<file path="src/rtl/audio_pkg.sv">
// Shared definitions for the audio PWM path (transmitter and capture).
// Holds sample/address widths, default frame timing, the capture state
// encoding and the sample saturation helper.
package audio_pkg;

    localparam int SAMPLE_W     = 11;
    localparam int ADDR_W       = 8;
    localparam int FRAME_LEN    = 2048;
    localparam int SYNC_TIMEOUT = 4096;
    localparam int SAMPLE_MAX   = (1 << SAMPLE_W) - 1;

    typedef enum logic [1:0] {
        ST_IDLE    = 2'd0,
        ST_SYNC    = 2'd1,
        ST_CAPTURE = 2'd2,
        ST_DONE    = 2'd3
    } cap_state_t;

    // A full-high frame counts FRAME_LEN cycles, which does not fit in the
    // sample width, so clamp it to the largest representable sample.
    function automatic logic [SAMPLE_W-1:0] saturate_sample(input logic [31:0] count);
        if (count > 32'(SAMPLE_MAX)) begin
            return SAMPLE_W'(SAMPLE_MAX);
        end
        return count[SAMPLE_W-1:0];
    endfunction

endpackage

</file>
<file path="src/rtl/sync_edge.sv">
// Two-flop synchronizer for an asynchronous input followed by a
// rising-edge detector working on the synchronized value.
module sync_edge (
    input  logic clock,
    input  logic reset_n,
    input  logic raw,
    output logic synced,
    output logic rise
);

    logic meta;
    logic synced_q;
    logic prev;

    // Metastability chain plus one extra stage holding the previous synced level.
    always_ff @(posedge clock) begin
        if (!reset_n) begin
            meta     <= 1'b0;
            synced_q <= 1'b0;
            prev     <= 1'b0;
        end else begin
            meta     <= raw;
            synced_q <= meta;
            prev     <= synced_q;
        end
    end

    assign synced = synced_q;
    assign rise   = synced_q & ~prev;

endmodule

</file>
<file path="src/rtl/pwm_capture.sv">
// PWM capture: locks onto the first rising edge of an incoming PWM stream,
// then measures the high time of consecutive fixed-length frames and writes
// one saturated sample per frame into a sample memory.
module pwm_capture
    import audio_pkg::*;
#(
    parameter int FRAME_LEN    = audio_pkg::FRAME_LEN,
    parameter int DEPTH        = 256,
    parameter int SYNC_TIMEOUT = audio_pkg::SYNC_TIMEOUT
) (
    input  logic                CLK100MHZ,
    input  logic                CPU_RESETN,
    input  logic                pwm_in,
    input  logic                arm,
    output logic [ADDR_W-1:0]   addra,
    output logic [SAMPLE_W-1:0] dina,
    output logic                wea,
    output logic                busy,
    output logic                done,
    output logic                no_signal
);

    localparam int WIN_W = (FRAME_LEN > 1) ? $clog2(FRAME_LEN) : 1;
    localparam int CNT_W = $clog2(FRAME_LEN + 1);
    localparam int TO_W  = (SYNC_TIMEOUT > 1) ? $clog2(SYNC_TIMEOUT) : 1;

    localparam logic [WIN_W-1:0]  WIN_LAST  = WIN_W'(FRAME_LEN - 1);
    localparam logic [TO_W-1:0]   TO_LAST   = TO_W'(SYNC_TIMEOUT - 1);
    localparam logic [ADDR_W-1:0] ADDR_LAST = ADDR_W'(DEPTH - 1);

    cap_state_t       state;
    cap_state_t       next_state;
    logic             pwm_s;
    logic             pwm_rise;
    logic [WIN_W-1:0] win_idx;
    logic [CNT_W-1:0] high_cnt;
    logic [CNT_W-1:0] high_sum;
    logic [TO_W-1:0]  timeout_cnt;
    logic             start;
    logic             lock;
    logic             timeout;
    logic             window_end;

    sync_edge u_sync_edge (
        .clock   (CLK100MHZ),
        .reset_n (CPU_RESETN),
        .raw     (pwm_in),
        .synced  (pwm_s),
        .rise    (pwm_rise)
    );

    // High count including the current cycle's synchronized level.
    always_comb begin
        high_sum = high_cnt + CNT_W'(pwm_s);
    end

    // State register; reset drops any run in progress back to IDLE.
    always_ff @(posedge CLK100MHZ) begin
        if (!CPU_RESETN) begin
            state <= ST_IDLE;
        end else begin
            state <= next_state;
        end
    end

    // Next-state logic and the one-cycle control strobes for the datapath.
    always_comb begin
        next_state = state;
        start      = 1'b0;
        lock       = 1'b0;
        timeout    = 1'b0;
        window_end = 1'b0;
        case (state)
            ST_IDLE, ST_DONE: begin
                if (arm) begin
                    next_state = ST_SYNC;
                    start      = 1'b1;
                end
            end
            ST_SYNC: begin
                if (pwm_rise) begin
                    next_state = ST_CAPTURE;
                    lock       = 1'b1;
                end else if (timeout_cnt == TO_LAST) begin
                    next_state = ST_IDLE;
                    timeout    = 1'b1;
                end
            end
            ST_CAPTURE: begin
                if (win_idx == WIN_LAST) begin
                    window_end = 1'b1;
                end
                if (wea && (addra == ADDR_LAST)) begin
                    next_state = ST_DONE;
                end
            end
            default: begin
                next_state = ST_IDLE;
            end
        endcase
    end

    // Window/high counters, sync timeout, sample write port and sticky flag.
    // The lock cycle is window index 0 and is already known to be high, so
    // both counters start at 1. Windows run back to back with no gap.
    always_ff @(posedge CLK100MHZ) begin
        if (!CPU_RESETN) begin
            addra       <= '0;
            dina        <= '0;
            wea         <= 1'b0;
            no_signal   <= 1'b0;
            win_idx     <= '0;
            high_cnt    <= '0;
            timeout_cnt <= '0;
        end else begin
            wea  <= 1'b0;
            dina <= '0;

            if (start) begin
                addra       <= '0;
                no_signal   <= 1'b0;
                timeout_cnt <= '0;
            end

            if ((state == ST_SYNC) && !pwm_rise) begin
                timeout_cnt <= timeout_cnt + TO_W'(1);
            end

            if (timeout) begin
                no_signal <= 1'b1;
            end

            if (lock) begin
                win_idx  <= WIN_W'(1);
                high_cnt <= CNT_W'(1);
            end

            if (state == ST_CAPTURE) begin
                if (window_end) begin
                    win_idx  <= '0;
                    high_cnt <= '0;
                    wea      <= 1'b1;
                    dina     <= saturate_sample(32'(high_sum));
                end else begin
                    win_idx  <= win_idx + WIN_W'(1);
                    high_cnt <= high_sum;
                end
                if (wea) begin
                    addra <= (addra == ADDR_LAST) ? '0 : addra + ADDR_W'(1);
                end
            end
        end
    end

    assign busy = (state == ST_SYNC) || (state == ST_CAPTURE);
    assign done = (state == ST_DONE);

endmodule

</file>
<file path="config.mk">
export PLATFORM = sky130hd
export DESIGN_NAME = pwm_capture
export DESIGN_NICKNAME = d
export VERILOG_FILES = /design/src/rtl/audio_pkg.sv /design/src/rtl/sync_edge.sv /design/src/rtl/pwm_capture.sv
export SDC_FILE = /design/constraint.sdc
export NUM_CORES = 1
export LEC_CHECK = 0
export ABC_AREA = 1
export CAP_MARGIN = 20
export CELL_PAD_IN_SITES_DETAIL_PLACEMENT = 1
export CELL_PAD_IN_SITES_GLOBAL_PLACEMENT = 1
export CORE_MARGIN = 2
export CORE_UTILIZATION = 44
export DETAILED_ROUTE_END_ITERATION = 8
export PLACE_DENSITY = 0.87
export RECOVER_POWER = 25
export SLEW_MARGIN = 20
export SYNTH_ARGS = -nofsm -noshare
export SYNTH_HDL_FRONTEND = slang
export SYNTH_SLANG_ARGS = --single-unit
</file>
<file path="constraint.sdc">
create_clock -name CLK100MHZ -period 2.45 [get_ports CLK100MHZ]
set_input_delay 0.49 -clock CLK100MHZ [delete_from_list [all_inputs] [get_ports CLK100MHZ]]
set_output_delay 0.49 -clock CLK100MHZ [all_outputs]
set_load 0.1 [all_outputs]
</file>
# Word level (Yosys, flattened, before mapping)
# Index checks and enable logic that the tools add are counted.
# Widths: inputs -> output; s select.
# word_totals
ff_bits,61
in_bits,4
out_inout_bits,23
elab_cells,74
# op_classes
addsub,4
n_lt_le_gt_ge,1
eq_ne,9
n_mux,35
bitwise_logic,2
n_reduce_logical,12
# op_table
cell,count
$mux 12,5
$mux 11,5
$mux 8,4
$mux 1,16
$add 12x1->12,1
$add 12x1->12 const B,1
$eq 12x12->1 const B,1
$gt 12x11->1 const B,1
$add 11x1->11 const B,1
$eq 11x11->1 const B,1
$add 8x1->8 const B,1
$eq 8x8->1 const B,1
$mux 2,4
$pmux 2 s3,1
$reduce_and 3->1,2
$reduce_bool 2->1,3
$eq 2x2->1 const B,2
$ne 2x2->1 const B,2
$ne 3x3->1 const B,1
$eq 2x1->1 const B,1
$logic_and 1x1->1,2
$logic_not 2->1,1
$reduce_and 2->1,1
$reduce_or 2->1,1
other kinds (4),4

# Depth between registers and ports, before layout
# logic_depth
word_depth,7
depth_mapped,10
depth_no_buf,9

# By module
# Synthesis repeated with hierarchy kept, for this count alone.
# unflattened
hier_cells,432
hier_area_um2,2982.9
# by_module_without_submodules
mod,n_inst,cells_per_inst,area_per_inst_um2,seq_area_each_um2
pwm_capture,1,421,2890.3,1161.1
sync_edge,1,11,92.6,60.1

# Worst setup path before layout
# Ideal clock, no wire load.
# synth_timing
kind,reg2reg
from,register addra[0]
to,register state[0]
setup_ns,0.115
arrival_ns,2.090
required_time_ns,2.335
path_slack_ns,0.245
path_stages_with_launch,9
n_path_buf,0
synth_period_minus_slack_ns,2.205
path_cell_list,dfxtp_1 > ha_1 > nand2_1 > nor2_1 > nand3_1 > a21oi_1 > nand3_1 > nand2_1 > nor2_1
# synth_via
elab_chain_len,4
# synth_rtl
element,line_no,source
start: declaration,pwm_capture.sv:15,"output logic [ADDR_W-1:0] addra,"
start signal: assignment,pwm_capture.sv:149,addra <= (addra == ADDR_LAST) ? '0 : addra + ADDR_W'(1);
$eq 8x8->1,pwm_capture.sv:93,if (wea && (addra == ADDR_LAST)) begin
$logic_and 1x1->1,pwm_capture.sv:93,
$ne 2x2->1 (no source line),-,
$reduce_and 3->1 (no source line),-,
end signal: assignment,pwm_capture.sv:62,state <= next_state;
end: declaration,pwm_capture.sv:31,cap_state_t state;
# No other way between the ends.
# A chain may end at the register's enable or synchronous reset.

# Worst setup path after layout
# layout_timing
from,register addra[1]
to,output addra[1]
# No word-level cell between the ends.

==> results.cfg <==
[status]
status = complete, no violations

[pwr]
p_clk_share_pct = 33.3
seqPwrFrac_pct = 44.2
p_leak_nw = 1.266
p_comb_share_pct = 22.5
switchingPower_w = 0.0008203
pwr_density_cell_nw_per_um2 = 714.3
intPower_w = 0.001603
swShare_pct = 33.86
vdd_drop_max_v = 0.0004733

[floorplan]
initial_core_util_pct = 44.75
io_pins = 27
dieWidth_um = 86.67
num_rows = 30
core_area_um2 = 6719
design.die.area_um2 = 7511
die_h_um = 86.67

[layout]
final_nets = 478
drive_gt1_share_pct = 7.447
syn_to_final_growth_pct = 12.82
post-route-util_pct = 50.48
nFillCells = 922
finalNonFillerCells = 550
n_antenna_cell = 0

[cts]
cts-htree-levels = 3
cts-resized-gates = 0
cts_made_buffers = 9
root_buffer = clkbuf_8
cts_hold_buf = 0
cts_tree = built
clock_path_buffers = 2
post_cts_buffers = 0
path_clk_slew_ps = 70
clock-sinks = 61
insertion_delay_ps = 350

[timing]
finalCritPeriodShare_pct = 86.28
setup_viol = 0
worst_pin_slew_ps = 1178
fin_tns_setup_ps = 0
rsz0062_at_grt = false
finalHoldViolCount = 0
fin_skew_ps = 8.227
post-route-min-period_ps = 2114
drv_slew = 0
slew_headroom_pct = 21.80
postLayoutSetupSlackWorst_ps = 336.0
fmax_mhz = 473.0

[yosys]
async_flop_share_pct = 0
ys_ff_latch = 61
synth.yosys.seq_area_share_pct = 40.62
ys_warn_count = 0
postSynth.topFlopCell = dfxtp_1
syn_area_um2 = 3007
yosysUniqueCellTypes = 32
synth-edff-count = 0
synth_cells = 437
syn_area_per_cell_um2 = 6.880
syn_nets = 450

[critical_path]
cp_top_family = buffers and inverters
crit_arrival_ps = 1620
critical_path_peak_fanout = 4
crit_path_top_delay_cell = clkbuf_1
slowest_delay_ps = 890
path_cells = clkbuf_1
critPathBufInv = 1
required_ps = 1960
startpoint_type = register
path_class = reg -> out
end_kind = output pin

[route]
vias = 2900
routed_via_density = 5.273
firstDrtPassIters = 4
drc = 0
drt-initial-drc-count = 68
antenna_left = 0
wl_per_cell_um = 14.25
wirelength_um = 7836

[placement]
pre_cts_slack_ps = 477.8
portBuffers = 26
place_inst = 534
finalWeightedCongestion = 0.8032
dpl.hpwl_um = 5442

[global_route]
grt_max_degree = 30
track_usage_pct = 22.07
antenna_found_initial = 0
first_global_vias = 2935
grt_pass1_wl_um = 13220
grt_overflow = 0

[flow_run]
cap_violations = 0

[min_path]
hold_path.class = reg -> reg
synthesized netlist by cell type (all sizes together), types with 2 or more instances:
| cell | count | area share (%) |
|---|---|---|
| a211oi | 4 | 1.0 |
| a21oi | 42 | 7.0 |
| a22oi | 2 | 0.50 |
| buf | 7 | 1.3 |
| clkbuf | 6 | 0.75 |
| dfxtp | 61 | 41 |
| ha | 9 | 3.7 |
| inv | 46 | 5.7 |
| nand2 | 115 | 15 |
| nand3 | 37 | 6.5 |
| nand3b | 2 | 0.50 |
| nand4 | 14 | 2.9 |
| nor2 | 61 | 8.2 |
| nor3 | 4 | 0.67 |
| o21ai | 12 | 2.0 |
| xor2 | 6 | 1.7 |
metrics by stage:
| stage | cell area [µm²] | power [W] | hold WS [ps] |
|---|---|---|---|
| after floorplan | 3007 | 0.001467 | 390.5 |
| after global placement | 3291 | 0.001628 | 393.6 |
| after detailed placement | 3291 | 0.001639 | 407.7 |
| after CTS | 3462 | 0.002450 | 422.9 |
| after global routing | 3392 | 0.002541 | 445.3 |
| final | 3392 | 0.002423 | 418.0 |
cell type report:
type | count | area (µm²) | area share (%)
Clock inverter | 1 | 5.005 | 0.1475
Timing Repair Buffer | 30 | 175.2 | 5.164
Tap cell | 80 | 100.1 | 2.951
Multi-Input combinational cell | 316 | 1548 | 45.63
Clock buffer | 15 | 166.4 | 4.906
Sequential cell | 61 | 1221 | 36.00
Inverter | 47 | 176.4 | 5.201
layer usage:
metal,routed length (µm),vias up,track usage (%)
met5,0,-,0
met4,120,0,9.091
met3,158,12,3.810
met2,3828,26,37.97
met1,3728,1388,27.19
li1,-,1474,-
cell families after synthesis:
group           after synthesis  share of synthesized area, %
xor+xnor                      7                         2.039
compound gates               66                         12.11
buf+inv                      60                         7.907
simple gates                234                         33.58
flops                        61                         40.62
fa+ha+maj                     9                         3.745
sequential cells by signal (all words and copies together), names as in the netlist:
signal              count
state                   2
win_idx                11
u_sync_edge.meta        1
u_sync_edge.prev        1
timeout_cnt            12
dina                   11
u_sync_edge.synced      1
wea                     1
addra                   8
high_cnt               12
no_signal               1
power groups by stage:
stage	sequential [W]	clock [W]	combinational, W
6_report	0.00107	0.000806	0.000545
5_1_grt	0.00108	0.000864	0.000600
4_1_cts	0.00107	0.000828	0.000550
3_5_place_dp	0.00109	0	0.000545
3_3_place_gp	0.00109	0	0.000537
2_1_floorplan	0.00108	0	0.000386
layout by cell type, fill, tap and decap left out, types with 2 or more instances in the layout:
cell             netlist  final
a21oi_1               42     42
ha_1                   9      9
clkbuf_1               6     22
buf_4                  0      7
nand2_1              112    112
nor2_2                 4      4
inv_2                  3      3
nor3_1                 4      4
a211oi_1               4      4
nor2_1                56     56
nand2_2                3      3
dfxtp_1               61     61
nand3_1               35     35
clkdlybuf4s50_1        0      2
nand4_1               14     14
nand3b_1               2      2
o21ai_0               12     12
nand3_2                2      2
clkbuf_8               0     11
xor2_1                 6      6
a22oi_1                2      2
inv_1                 43     43
worst paths after layout:
path	cells past startpoint	slack, ps	endpoint	from
min reg2reg	2	420	u_sync_edge.synced$_SDFF_PN0_	u_sync_edge.meta$_SDFF_PN0_
min	2	420	u_sync_edge.synced$_SDFF_PN0_	u_sync_edge.meta$_SDFF_PN0_
max reg2reg	6	530	win_idx[3]$_SDFFE_PN0P_	state[0]$_SDFFE_PN0P_
max	1	340	addra[1]	addra[1]$_SDFF_PN0_
No activity file was read; power rests on OpenSTA's default activity.
==> edit 1: new RTL, config.mk and constraints unchanged <==
Set the package constant `SYNC_TIMEOUT` to 16384 (it was 4096).
--- a/src/rtl/audio_pkg.sv
+++ b/src/rtl/audio_pkg.sv
@@ -6,7 +6,7 @@
     localparam int SAMPLE_W     = 11;
     localparam int ADDR_W       = 8;
     localparam int FRAME_LEN    = 2048;
-    localparam int SYNC_TIMEOUT = 4096;
+    localparam int SYNC_TIMEOUT = 16384;
     localparam int SAMPLE_MAX   = (1 << SAMPLE_W) - 1;
 
     typedef enum logic [1:0] {
Check against the original RTL: no difference found for any inputs over 10 cycles, from zero or initial values and one cycle with CPU_RESETN low; that may be too few to reach the edited logic, so the function may still have changed.
==> edit 1 against the unedited design <==
Core utilization increased by 1.9 points; design area increased by 6.6%; total power increased by 9.7%; largest cell class unchanged; highest routed layer unchanged; first-iteration DRC count increased by 40%; sequential cell count increased by 2; setup slack improved by 10 ps; register-to-register slack improved by 100 ps; wire length increased by 3.2%; via count increased by 6.6%; clock skew about the same; clock power increased by 22%; synthesized area increased by 5.8%; cell count increased by 8.4%.
==> edit 1: results (changes against the unedited design) <==
run status=finished clean; arrival time worst endpoint=2360 ps (+740 ps); DP Worst Slack=592 ps (+115 ps); peak supply drop=831 µV (+76%); Worst Setup EP=addra[4]; initial antenna violation count=0 (unchanged); Regs by FF count=timeout_cnt x14, high_cnt x12; detailed placement HPWL=5.84 mm (+7.3%); Synth cell types=34 (+6.3%); CP Max Fanout=21 (+17); warning count from the yosys run=0 (unchanged); top post-synthesis cells by count=nand2_1, dfxtp_1, nor2_1; max_slew headroom=22.0% (+0.18 points); sequential share of the synthesized area=39.6% (-0.98 points); async set or reset register ratio after synthesis=0% (unchanged); Via density=5.18 (-1.7%); Syn Nets=482 (+7.1%); WL per Instance=13.6 µm (-4.8%); hold_sp=u_sync_edge.meta; routability cong.=0.815 (+1.5%); Setup crit start=CPU_RESETN; Reg2Reg Setup Slack=630 ps (+100 ps); initial drt markers=95 (+40%); GRT Total Usage=22.1% (about the same); Clk pin slew, worst setup/hold paths=70 ps (about the same); internal power=1.78 mW (+11%); leakage power=1.37 nW (+7.8%); Tmin final=2100 ps (-10.5 ps); global-route wire length before repair=13.8 mm (+4.1%); largest net degree at the start of global routing=25 (-17%); vias in the first global route=3077 (+4.8%); H-tree depth=3 (unchanged); reg-to-reg endpoint=high_cnt[0]; post_cts resized=0 (unchanged); synth top area cells=dfxtp_1, nand2_1, nor2_1; # nets final=508 (+6.3%); reg2reg start=win_idx[0]; layout cell share with drive strength beyond 1=8.20% (+0.75 points); Clock Skews=8.12 ps (-0.107 ps); worst r2r path cells=8 (+2)
[edit 1: cell count changes in the layout (fill, tap and decap cells not counted), sizes merged, moves of 3 or more]
cell,unedited run,this run
clkbuf,34,26
inv,46,50
nand2,115,128
nand4,14,17
nor2,61,65
o21ai,12,15
xor2,6,3
[edit 1: final cells by class]
class	count	area, µm²
fillers	955	3290
multi-input cells	341	1650
flip-flops and latches	63	1260
inverters	50	188
repair buffers	30	181
clock buffers	9	124
well taps	96	120
clock inverters	7	87.6
[edit 1: power by group through the flow]
stage / Combinational (mW) / Sequential (mW) / Clock, mW
finish: 0.576 / 1.10 / 0.982
global route: 0.644 / 1.11 / 1.06
CTS: 0.585 / 1.10 / 1.00
detailed placement: 0.571 / 1.12 / 0
global placement: 0.560 / 1.12 / 0
floorplan: 0.416 / 1.11 / 0
[edit 1: worst min path at each step]
| stage | slack, ps | to | cells past startpoint |
|---|---|---|---|
| final | 440 | u_sync_edge.synced | 2 |
| after global routing | 490 | u_sync_edge.synced | 2 |
| after floorplan | 390 | u_sync_edge.synced | 2 |
| after detailed placement | 420 | u_sync_edge.synced | 2 |
| after CTS | 430 | u_sync_edge.synced | 2 |
| after global placement | 420 | u_sync_edge.synced | 2 |
[edit 1: cells by family (layout without fill, tap and decap cells)]
kind of cell               Yosys count  after routing  synth area share [%]
and+or+nand+nor                    257            257                  35.2
buffers and inverters               65             96                  8.38
DFF                                 63             63                  39.6
AOI/OAI and AO/OA                   70             70                  11.9
xor gates and xnor gates             5              5                  1.38
adders and majority gates            9              9                  3.54
[edit 1: layer usage]
metal	share of wire (%)	up-vias	GRT usage (%)
met4	1.7	0	7.60
li1	-	1569	-
met1	46	1469	28.0
met2	49	40	37.7
met5	0	-	0
met3	2.8	12	4.06
[edit 1: critical path, stage by stage]
cell	delay, ps
dlygate4sd3_1	630
clkbuf_1	710
o21ai_0	270
nor3_1	250
[edit 1: per-stage QoR]
stage / area (µm²) / std cells
6_report: 3620 / 596
5_1_grt: 3620 / 596
4_1_cts: 3680 / 596
3_5_place_dp: 3470 / 580
3_3_place_gp: 3470 / 580
2_1_floorplan: 3180 / 469
==> edit 2: new RTL, config.mk and constraints unchanged <==
Made on the original files. Re-encode `cap_state_t` (4 states) as Gray code, 2 bits wide.
--- a/src/rtl/audio_pkg.sv
+++ b/src/rtl/audio_pkg.sv
@@ -10,10 +10,10 @@
     localparam int SAMPLE_MAX   = (1 << SAMPLE_W) - 1;
 
     typedef enum logic [1:0] {
-        ST_IDLE    = 2'd0,
-        ST_SYNC    = 2'd1,
-        ST_CAPTURE = 2'd2,
-        ST_DONE    = 2'd3
+        ST_IDLE    = 2'b00,
+        ST_SYNC    = 2'b01,
+        ST_CAPTURE = 2'b11,
+        ST_DONE    = 2'b10
     } cap_state_t;
 
     // A full-high frame counts FRAME_LEN cycles, which does not fit in the
Check against the original RTL: same outputs for any inputs over 10 cycles, from zero or initial values and one cycle with CPU_RESETN low; not proved beyond that.
==> edit 2 against the unedited design <==
Cell count increased by 6.2%; design area increased by 3.4%; count of clock-buffer cells in the layout decreased by 4; first-iteration DRC count increased by 10%; die area increased by 5.2%; sequential cell count unchanged; setup slack improved by 92 ps; synthesized area increased by 5.5%; worst hold slack improved by 7.6 ps; wire length increased by 2.8%; clock skew increased by 3.3 ps.
Power is not compared: it rests on default switching activity, and its combinational part moved more than twofold at a synthesized area within 25%.
==> edit 2: results (changes against the unedited design) <==
arrival time worst endpoint=1530 ps (-90 ps); CP Max Fanout=2 (-2); initial drt markers=75 (+10%); detailed placement HPWL=5.80 mm (+6.5%); # nets final=494 (+3.3%); routability cong.=0.801 (-0.22%); synth top area cells=dfxtp_1, nand2_1, a21oi_1; total wire length=8.05 mm (+2.8%); Synth cell types=36 (+13%); vias in the first global route=2978 (+1.5%); Via density=5.14 (-2.6%); CTS Buffer Depth=2 (unchanged); worst r2r path cells=9 (+3); Clock Skews=11.5 ps (+3.26 ps); largest net degree at the start of global routing=27 (-10%); Syn Nets=467 (+3.8%); Fill cells=932 (+1.1%); clock latency on the worst-skew pair=340 ps; GRT Total Usage=22.0% (-0.094 points); crit-path max cell delay=860 ps (-30 ps); sequential share of the synthesized area=38.5% (-2.1 points); layout cell share with drive strength beyond 1=12.3% (+4.8 points); run status=finished clean; top post-synthesis cells by count=nand2_1, dfxtp_1, inv_1; max_slew headroom=22.3% (+0.54 points); global-route wire length before repair=13.6 mm (+3.0%); async set or reset register ratio after synthesis=0% (unchanged)
[edit 2: per-layer routing]
metal / track usage (%) / vias up / share of wire (%)
li1: - / 1517 / -
met1: 28.5 / 1429 / 48
met2: 37.2 / 44 / 48
met3: 3.17 / 10 / 3.0
met4: 7.58 / 0 / 1.3
met5: 0 / - / 0
[edit 2: logic make-up (layout without fill, tap and decap cells)]
| logic type | after synthesis | after routing | synth area share [%] |
|---|---|---|---|
| AO/OA/AOI/OAI | 79 | 79 | 14.2 |
| XOR/XNOR | 3 | 3 | 0.829 |
| adder cells (fa/ha/maj) | 5 | 5 | 1.97 |
| buffers and inverters | 71 | 101 | 9.91 |
| flip-flops | 61 | 61 | 38.5 |
| AND/OR/NAND/NOR | 239 | 239 | 34.6 |
[edit 2: layout make-up]
class                      instances  area (µm²)  area share (%)
multi-input combinational        326        1620            46.1
inverter                          58         229            6.53
timing repair buffer              29         173            4.92
sequential                        61        1220            34.8
tap                               96         120            3.42
clock inverter                     3        15.0           0.428
clock buffer                      11         131            3.75
[edit 2: stage by stage]
step | instances | area, µm² | worst slack, ps | util [%] | hold WS, ps
2_1_floorplan | 458 | 3170 | 154 | - | 390
3_3_place_gp | 570 | 3430 | 646 | 49.9 | 406
3_5_place_dp | 570 | 3430 | 599 | 49.9 | 410
4_1_cts | 584 | 3580 | 606 | 52.1 | 425
5_1_grt | 584 | 3510 | 297 | 51.1 | 465
6_report | 584 | 3510 | 428 | 51.1 | 426
[edit 2: final timing paths]
kind                     from            endpoint  slack, ps
max                 no_signal           no_signal        430
min          u_sync_edge.meta  u_sync_edge.synced        430
max reg2reg          state[0]      timeout_cnt[8]        470
min reg2reg  u_sync_edge.meta  u_sync_edge.synced        430
[edit 2: power by group]
group          internal, mW  switching, mW
Clock                 0.351          0.381
Combinational        0.0366          0.108
Sequential             1.00         0.0136
